### src/rtl/systolic_feeder.sv
// systolic_feeder: skewed weight/activation sequencer for a 4x4 systolic array (FEEDER_ZERO_GATE_EN zeroes data on bubbles)
module systolic_feeder #(
  parameter int DATA_W = 16
) (
  input  logic                clk,
  input  logic                rst,
  input  logic                cmd_start_in,
  input  logic                cmd_load_w_in,
  input  logic                w_valid_in,
  output logic                w_ready_out,
  input  logic [4*DATA_W-1:0] w_row_in,
  input  logic                a_valid_in,
  output logic                a_ready_out,
  input  logic [4*DATA_W-1:0] a_vec_in,
  input  logic                a_last_in,
  output logic [DATA_W-1:0]   sys_data_in_11,
  output logic [DATA_W-1:0]   sys_data_in_21,
  output logic [DATA_W-1:0]   sys_data_in_31,
  output logic [DATA_W-1:0]   sys_data_in_41,
  output logic                sys_start_1,
  output logic                sys_start_2,
  output logic                sys_start_3,
  output logic                sys_start_4,
  output logic [DATA_W-1:0]   sys_weight_in_11,
  output logic [DATA_W-1:0]   sys_weight_in_12,
  output logic [DATA_W-1:0]   sys_weight_in_13,
  output logic [DATA_W-1:0]   sys_weight_in_14,
  output logic                sys_accept_w_1,
  output logic                sys_accept_w_2,
  output logic                sys_accept_w_3,
  output logic                sys_accept_w_4,
  output logic                sys_switch_in,
  output logic                busy_out,
  output logic                done_out
);
  typedef enum logic [2:0] {IDLE, LOAD_W, SWITCH, STREAM, DRAIN} state_t;
  state_t state, state_n;
  logic [1:0] cnt;
  logic w_acc, a_acc;
  logic [3:0] row_s;
  logic [DATA_W-1:0] row_d [0:3];
  assign w_ready_out = state == LOAD_W;
  assign a_ready_out = state == STREAM;
  assign busy_out = state != IDLE;
  assign w_acc = w_valid_in & w_ready_out;
  assign a_acc = a_valid_in & a_ready_out;
  // next-state: load rows, pulse switch, stream vectors, drain the skew pipe
  always_comb begin
    state_n = state;
    unique case (state)
      IDLE:    if (cmd_start_in) state_n = cmd_load_w_in ? LOAD_W : STREAM;
      LOAD_W:  if (w_acc && cnt == 2'd3) state_n = SWITCH;
      SWITCH:  state_n = STREAM;
      STREAM:  if (a_acc && a_last_in) state_n = DRAIN;
      DRAIN:   if (cnt == 2'd3) state_n = IDLE;
      default: state_n = IDLE;
    endcase
  end
  // state register; cnt counts weight rows in LOAD_W and bubble cycles in DRAIN
  always_ff @(posedge clk) begin
    if (rst) begin
      state <= IDLE;
      cnt <= '0;
    end else begin
      state <= state_n;
      cnt <= (state == IDLE || state == STREAM) ? 2'd0 : (w_acc || state == DRAIN) ? cnt + 2'd1 : cnt;
    end
  end
  // top-edge weights, shift enables, switch pulse and done pulse
  always_ff @(posedge clk) begin
    if (rst) begin
      sys_weight_in_11 <= '0;
      sys_weight_in_12 <= '0;
      sys_weight_in_13 <= '0;
      sys_weight_in_14 <= '0;
      {sys_accept_w_1, sys_accept_w_2, sys_accept_w_3, sys_accept_w_4} <= '0;
      sys_switch_in <= 1'b0;
      done_out <= 1'b0;
    end else begin
      sys_weight_in_11 <= w_acc ? w_row_in[0*DATA_W +: DATA_W] : '0;
      sys_weight_in_12 <= w_acc ? w_row_in[1*DATA_W +: DATA_W] : '0;
      sys_weight_in_13 <= w_acc ? w_row_in[2*DATA_W +: DATA_W] : '0;
      sys_weight_in_14 <= w_acc ? w_row_in[3*DATA_W +: DATA_W] : '0;
      {sys_accept_w_1, sys_accept_w_2, sys_accept_w_3, sys_accept_w_4} <= {4{w_acc}};
      sys_switch_in <= state == SWITCH;
      done_out <= state == DRAIN && cnt == 2'd3;
    end
  end
  for (genvar r = 0; r < 4; r++) begin : g_row
    logic [r:0] ps, si;
    logic [DATA_W-1:0] pd [0:r];
    logic [DATA_W-1:0] di [0:r];
    // stage inputs: stage 0 takes the accepted element, later stages the previous stage
    always_comb begin
      si[0] = a_acc;
      di[0] = a_vec_in[r*DATA_W +: DATA_W];
      for (int k = 1; k <= r; k++) begin
        si[k] = ps[k-1];
        di[k] = pd[k-1];
      end
    end
    // row skew pipe: r+1 stages, each element travelling with its own start bit
    always_ff @(posedge clk) begin
      if (rst) begin
        ps <= '0;
        for (int k = 0; k <= r; k++) pd[k] <= '0;
      end else begin
        ps <= si;
        for (int k = 0; k <= r; k++) begin
`ifdef FEEDER_ZERO_GATE_EN
          pd[k] <= si[k] ? di[k] : '0;
`else
          if (si[k]) pd[k] <= di[k];
`endif
        end
      end
    end
    assign row_s[r] = ps[r];
    assign row_d[r] = pd[r];
  end
  assign {sys_start_4, sys_start_3, sys_start_2, sys_start_1} = row_s;
  assign sys_data_in_11 = row_d[0];
  assign sys_data_in_21 = row_d[1];
  assign sys_data_in_31 = row_d[2];
  assign sys_data_in_41 = row_d[3];
endmodule

### config.mk
export PLATFORM = sky130hd
export DESIGN_NAME = systolic_feeder
export DESIGN_NICKNAME = d
export VERILOG_FILES = /design/src/rtl/systolic_feeder.sv
export SDC_FILE = /design/constraint.sdc
export NUM_CORES = 1
export LEC_CHECK = 0
export ABC_AREA = 1
export ABC_CLOCK_PERIOD_IN_PS = 5200
export BUFFER_PORTS_ARGS = -buffer_cell sky130_fd_sc_hd__buf_2
export CELL_PAD_IN_SITES_DETAIL_PLACEMENT = 2
export CELL_PAD_IN_SITES_GLOBAL_PLACEMENT = 2
export CORE_ASPECT_RATIO = 1.1
export CORE_UTILIZATION = 34
export DETAILED_ROUTE_END_ITERATION = 10
export PLACE_DENSITY_LB_ADDON = 0.1
export SYNTH_ARGS = -nofsm -noshare
export SYNTH_HDL_FRONTEND = slang
export SYNTH_SLANG_ARGS = --single-unit
### constraint.sdc
create_clock -name clk -period 5.2 [get_ports clk]
set_input_delay 0.78 -clock clk [delete_from_list [all_inputs] [get_ports clk]]
set_output_delay 0.78 -clock clk [all_outputs]
set_load 0.005 [all_outputs]
# Word-level counts from Yosys, hierarchy flattened
# Memory sizes are Yosys's and may differ from the RTL's.
# Cells that the tools add are included.
dict set report op_classes {
  n_addsub 1
  n_eq_ne 9
  muxes 40
  n_bitwise 12
  reduce_logical 11
}
# cell count
set op_table {}
lappend op_table {{2-to-1 mux 16 bit} 10}
lappend op_table {{2-to-1 mux 1 bit} 24}
lappend op_table {{OR reduction 16 bit} 1}
lappend op_table {{one-hot mux 3 bit (5 select lines)} 1}
lappend op_table {{2-to-1 mux 3 bit} 4}
lappend op_table {{OR 1 bit} 9}
lappend op_table {{equality test 3 x 2 -> 1 bit, second input constant} 2}
lappend op_table {{inequality test 2 x 1 -> 1 bit, second input constant} 2}
lappend op_table {{inequality test 2 bit, second input constant} 2}
lappend op_table {{AND reduction 4 bit} 1}
lappend op_table {{OR reduction 2 bit} 2}
lappend op_table {{equality test 3 x 1 -> 1 bit, second input constant} 1}
lappend op_table {{equality test 3 bit, second input constant} 1}
lappend op_table {{logical AND 1 bit} 3}
lappend op_table {{zero test 3 bit} 1}
lappend op_table {{nonzero test 3 bit} 1}
lappend op_table {{adder 2 x 1 -> 2 bit, second input constant} 1}
lappend op_table {{bitwise AND 1 bit} 2}
lappend op_table {{equality test 2 bit, second input constant} 1}
lappend op_table {{logical OR 1 bit} 2}
lappend op_table {{2-to-1 mux 2 bit} 1}
lappend op_table {{inverter 1 bit} 1}
dict set report totals {
  regBits 82
  ramBits 160
  inputBits 135
  out_inout_bits 141
  word_cells 90
  memories 4
}
# name depth word_bits read_ports rd_clocked_by_memory_dff write_ports line_no
set mem_list {}
lappend mem_list {{g_row[3].pd} 4 16 4 0 4 91} ;# logic [DATA_W-1:0] pd [0:r];
lappend mem_list {{g_row[2].pd} 3 16 3 0 3 91}
lappend mem_list {{g_row[1].pd} 2 16 2 0 2 91}
lappend mem_list {{g_row[0].pd} 1 16 1 0 1 91}

# Logic depth before layout (Yosys ltp)
dict set report logic_depth {
  depth_word 7
  mapped_depth 8
  ltp_nobuf 8
}

# Worst setup path before layout
# No wires, ideal clock.
dict set report synth_path {
  path_type {input -> register}
  startpoint {input port rst}
  endpoint {memory g_row[0].pd[0][0], enable pin}
  setup_time_ps 479
  t_arrival_ps 2069
  required_time_ps 4721
  setup_slack_ps 2652
  cell_stages 5
  path_buffers 2
  path_cell_list {buf_2 > inv_2 > nand3_4 > buf_1 > nand2_1}
}
dict set report synth_via {
  elab_chain_len 4
  word_cells_on_any_way 6
  cone_classes {5 x mux; 1 x reduce/logical}
}
# item line_no
set synth_rtl {}
lappend synth_rtl {{start: declaration} 6} ;# input logic rst,
lappend synth_rtl {{2-to-1 mux 1 bit} 104} ;# if (rst) begin
lappend synth_rtl {{2-to-1 mux 1 bit (implied by the code)} 113} ;# if (si[k]) pd[k] <= di[k];
lappend synth_rtl {{OR reduction 16 bit (no source line)} -}
lappend synth_rtl {{2-to-1 mux 1 bit (no source line) *} -}
lappend synth_rtl {{end: declaration} 91}
# Mark *: on every way between the ends. The rest lies on a longest branch, timed or not.

==> qor.csv <==
metric,value,unit
number of global-route vias before repair,6068,
area of the mapped netlist,8680,um2
Layout Skew,0.0103,ns
gr busiest metal,met2,
unrepaired setup endpoints after global routing,false,
Inst Count DP,1345,
number of gates resized after cts,0,
core area,24800,um2
cells after synthesis,780,
Final HPWL DP,15.4,mm
Power Dens Cells,395,nW/um2
Die ar.,26200,um2
Die Y-Extent,170,um
Max H-tree Level,1,
total track usage,16.1,%
Initial DRT Pass Iterations,4,
Final Hold Viols,0,
pre-CTS setup slack,1.93,ns
reg-to-reg critical path endpoint,g_row[2].pd[0][41]$_SDFFCE_PN0P_,
row cnt,60,
Achievable Freq,377,MHz
CP Capture Point,g_row[2].pd[0][41]$_SDFFCE_PN0P_,
Crit path top cell by count,nor2_4,
Setup crit start,rst,
Avg WL per Cell,14.8,um
die width,154,um
Commonest cells post-synth,"inv_1, nor2_1, edfxtp_1",
Syn Nets,916,
synth top area cells,"edfxtp_1, dfxtp_1, inv_1",
starting density of the core,35.0,%
max-cap violation count,0,
vias,5749,
synth-to-layout area growth,28.3,%
R2R Setup Slk,2.73,ns
peak supply drop,0.197,mV
Final Max Slew Viols,0,
crit path max-delay cell type,nor2_4,
antenna violations before repair,3,
Post-CTS Setup Inserts,0,
CP required,5.47,ns
"antenna viol nets, final",0,
residual DRC count,0,
Yosys top cell area share,55.4,%
pin count of the biggest net entering global routing,65,
RD Place Congestion,0.710,
GRT overflow,0,
worst path arrival time,2.92,ns
startpoint types,input pin,
number of flops mapped to enable cells by yosys,160,
clock root cell,clkbuf_16,
ratio of final minimum period to clock period,51.0,%
library cells used by synthesis,23,
setup_tns,0,ns
GR Layer Usage met2,28.7,%
CTS Hold Bufs,0,
grt met3 use,5.46,%
CP max FO,37,
R2R Path Start,state[2]$_SDFFE_PP0P_,
worst slew pin tran,1.12,ns
Static Leak,5.59,nW
"area leader, netlist",edfxtp_1,
CTS buffer count,27,
later-pin clock latency in the skew report,0.52,ns
CP Class,in -> reg,
share of layout cells above drive strength 1,32.2,%
element type at the critical path end,register,
TritonCTS clock tree,done,
Clock transition at path regs,0.06,ns
"FFs w/ async S/R, synth",0,%
I/O Pins,276,
IO buf count,275,
Syn Area/Cell,11.1,um2
sequential-to-total area share from yosys stat,72.9,%
YS warnings,0,
Worst Hold Depth,3,
initial drt markers,118,
most common cell in the netlist,inv_1,
Yosys reg bits,236,
status,completed,
"critical path, cell by cell",buf_2 -> inv_2 -> nand3_4 -> nand2_2 -> nor2_4 -> buf_4 -> nor2_4,
min-delay worst type,in -> reg,
Post-synth top flop,edfxtp_1,
post-route insts no fill,1397,
Setup-failing EPs final,0,
fin crit period,2.65,ns
Detailed Route WL,20.7,mm
met1 Usage GRT,18.2,%
Clock Tree Buf Depth,3,
CP peak stage delay,0.66,ns
number of nets in the layout,1200,
Reg2Reg Depth,6,
Clock Sinks,236,
Slew HR,25.1,%
routed vias/inst,4.12,
Setup WS post-layout,2.55,ns
first-pass GRT wire length,32.5,mm
worst max-delay path: cells and delay by family:
| family | cells | cell delay [ns] |
|---|---|---|
| buf+inv | 3 | 0.86 |
| simple gates | 4 | 1.24 |
sequential cells by signal (all words and copies together) (netlist names), 2 cells and up:
name and flops:
cnt 2, g_row.pd 160, g_row.ps 4, state 3, sys_weight_in_11 16, sys_weight_in_12 16, sys_weight_in_13 16, sys_weight_in_14 16
cells by family (layout without fill, tap and decap cells):
logic type | Yosys count | after routing | share of synthesized area (%)
AOI/OAI and AO/OA | 4 | 4 | 0.288
adders and majority gates | 1 | 1 | 0.144
buffers and inverters | 265 | 570 | 12.5
DFF | 236 | 236 | 72.9
other | 0 | 2 | 0
and+or+nand+nor | 274 | 274 | 14.1
through the flow:
step           instance area [um2]  utilization (%)  power (mW)  hold WS, ns
2_1_floorplan                 8680                -        2.49        0.453
3_3_place_gp                 10300             41.6        2.66        0.477
3_5_place_dp                 10300             41.6        2.69        0.492
4_1_cts                      11100             44.9        4.48        0.433
5_1_grt                      11100             44.9        4.61        0.444
6_report                     11100             44.9        4.39        0.466
cell usage in the layout (no fill, tap or decap), drive strengths merged:
cell / n
diode: 2
dfxtp: 76
a21oi: 1
buf: 279
a21boi: 2
nand2: 23
clkbuf: 33
inv: 242
nor2: 238
o21ai: 1
bufinv: 1
nand3: 7
edfxtp: 160
nor3: 5
nand3b: 1
ha: 1
clkinv: 15
routing by layer:
metal,vias to the layer above,part of all wire [%]
met5,-,0.082
met4,2,2.0
met3,32,9.3
met2,232,48
met1,2623,40
li1,2860,-
layout make-up:
type                            instances  area [um2]
Clock inverter                         17         106
Antenna cell                            2        5.00
Clock buffer                           33         719
Tap cell                              310         388
Fill cell                            2661       13600
Timing Repair Buffer                  279        1410
Inverter                              241         905
Multi-Input combinational cell        279        1270
Sequential cell                       236        6330
worst min-delay path by stage:
stage | end | startpoint | slack (ns)
after floorplan | g_row[3].ps[3]$_SDFF_PP0_ | g_row[3].ps[2]$_SDFF_PP0_ | 0.45
after global placement | g_row[3].ps[3]$_SDFF_PP0_ | g_row[3].ps[2]$_SDFF_PP0_ | 0.48
after detailed placement | g_row[3].ps[3]$_SDFF_PP0_ | g_row[3].ps[2]$_SDFF_PP0_ | 0.49
after CTS | sys_weight_in_13[8]$_SDFF_PP0_ | w_row_in[40] | 0.43
after global routing | sys_weight_in_13[14]$_SDFF_PP0_ | w_row_in[46] | 0.44
final | sys_weight_in_13[8]$_SDFF_PP0_ | w_row_in[40] | 0.47
power breakdown:
group          internal (mW)  switching (mW)  leakage [nW]
clock                   1.03           0.730         0.414
combinational          0.156           0.275          2.91
sequential              2.15          0.0481          2.27
No activity file was read; power rests on OpenSTA's default activity.
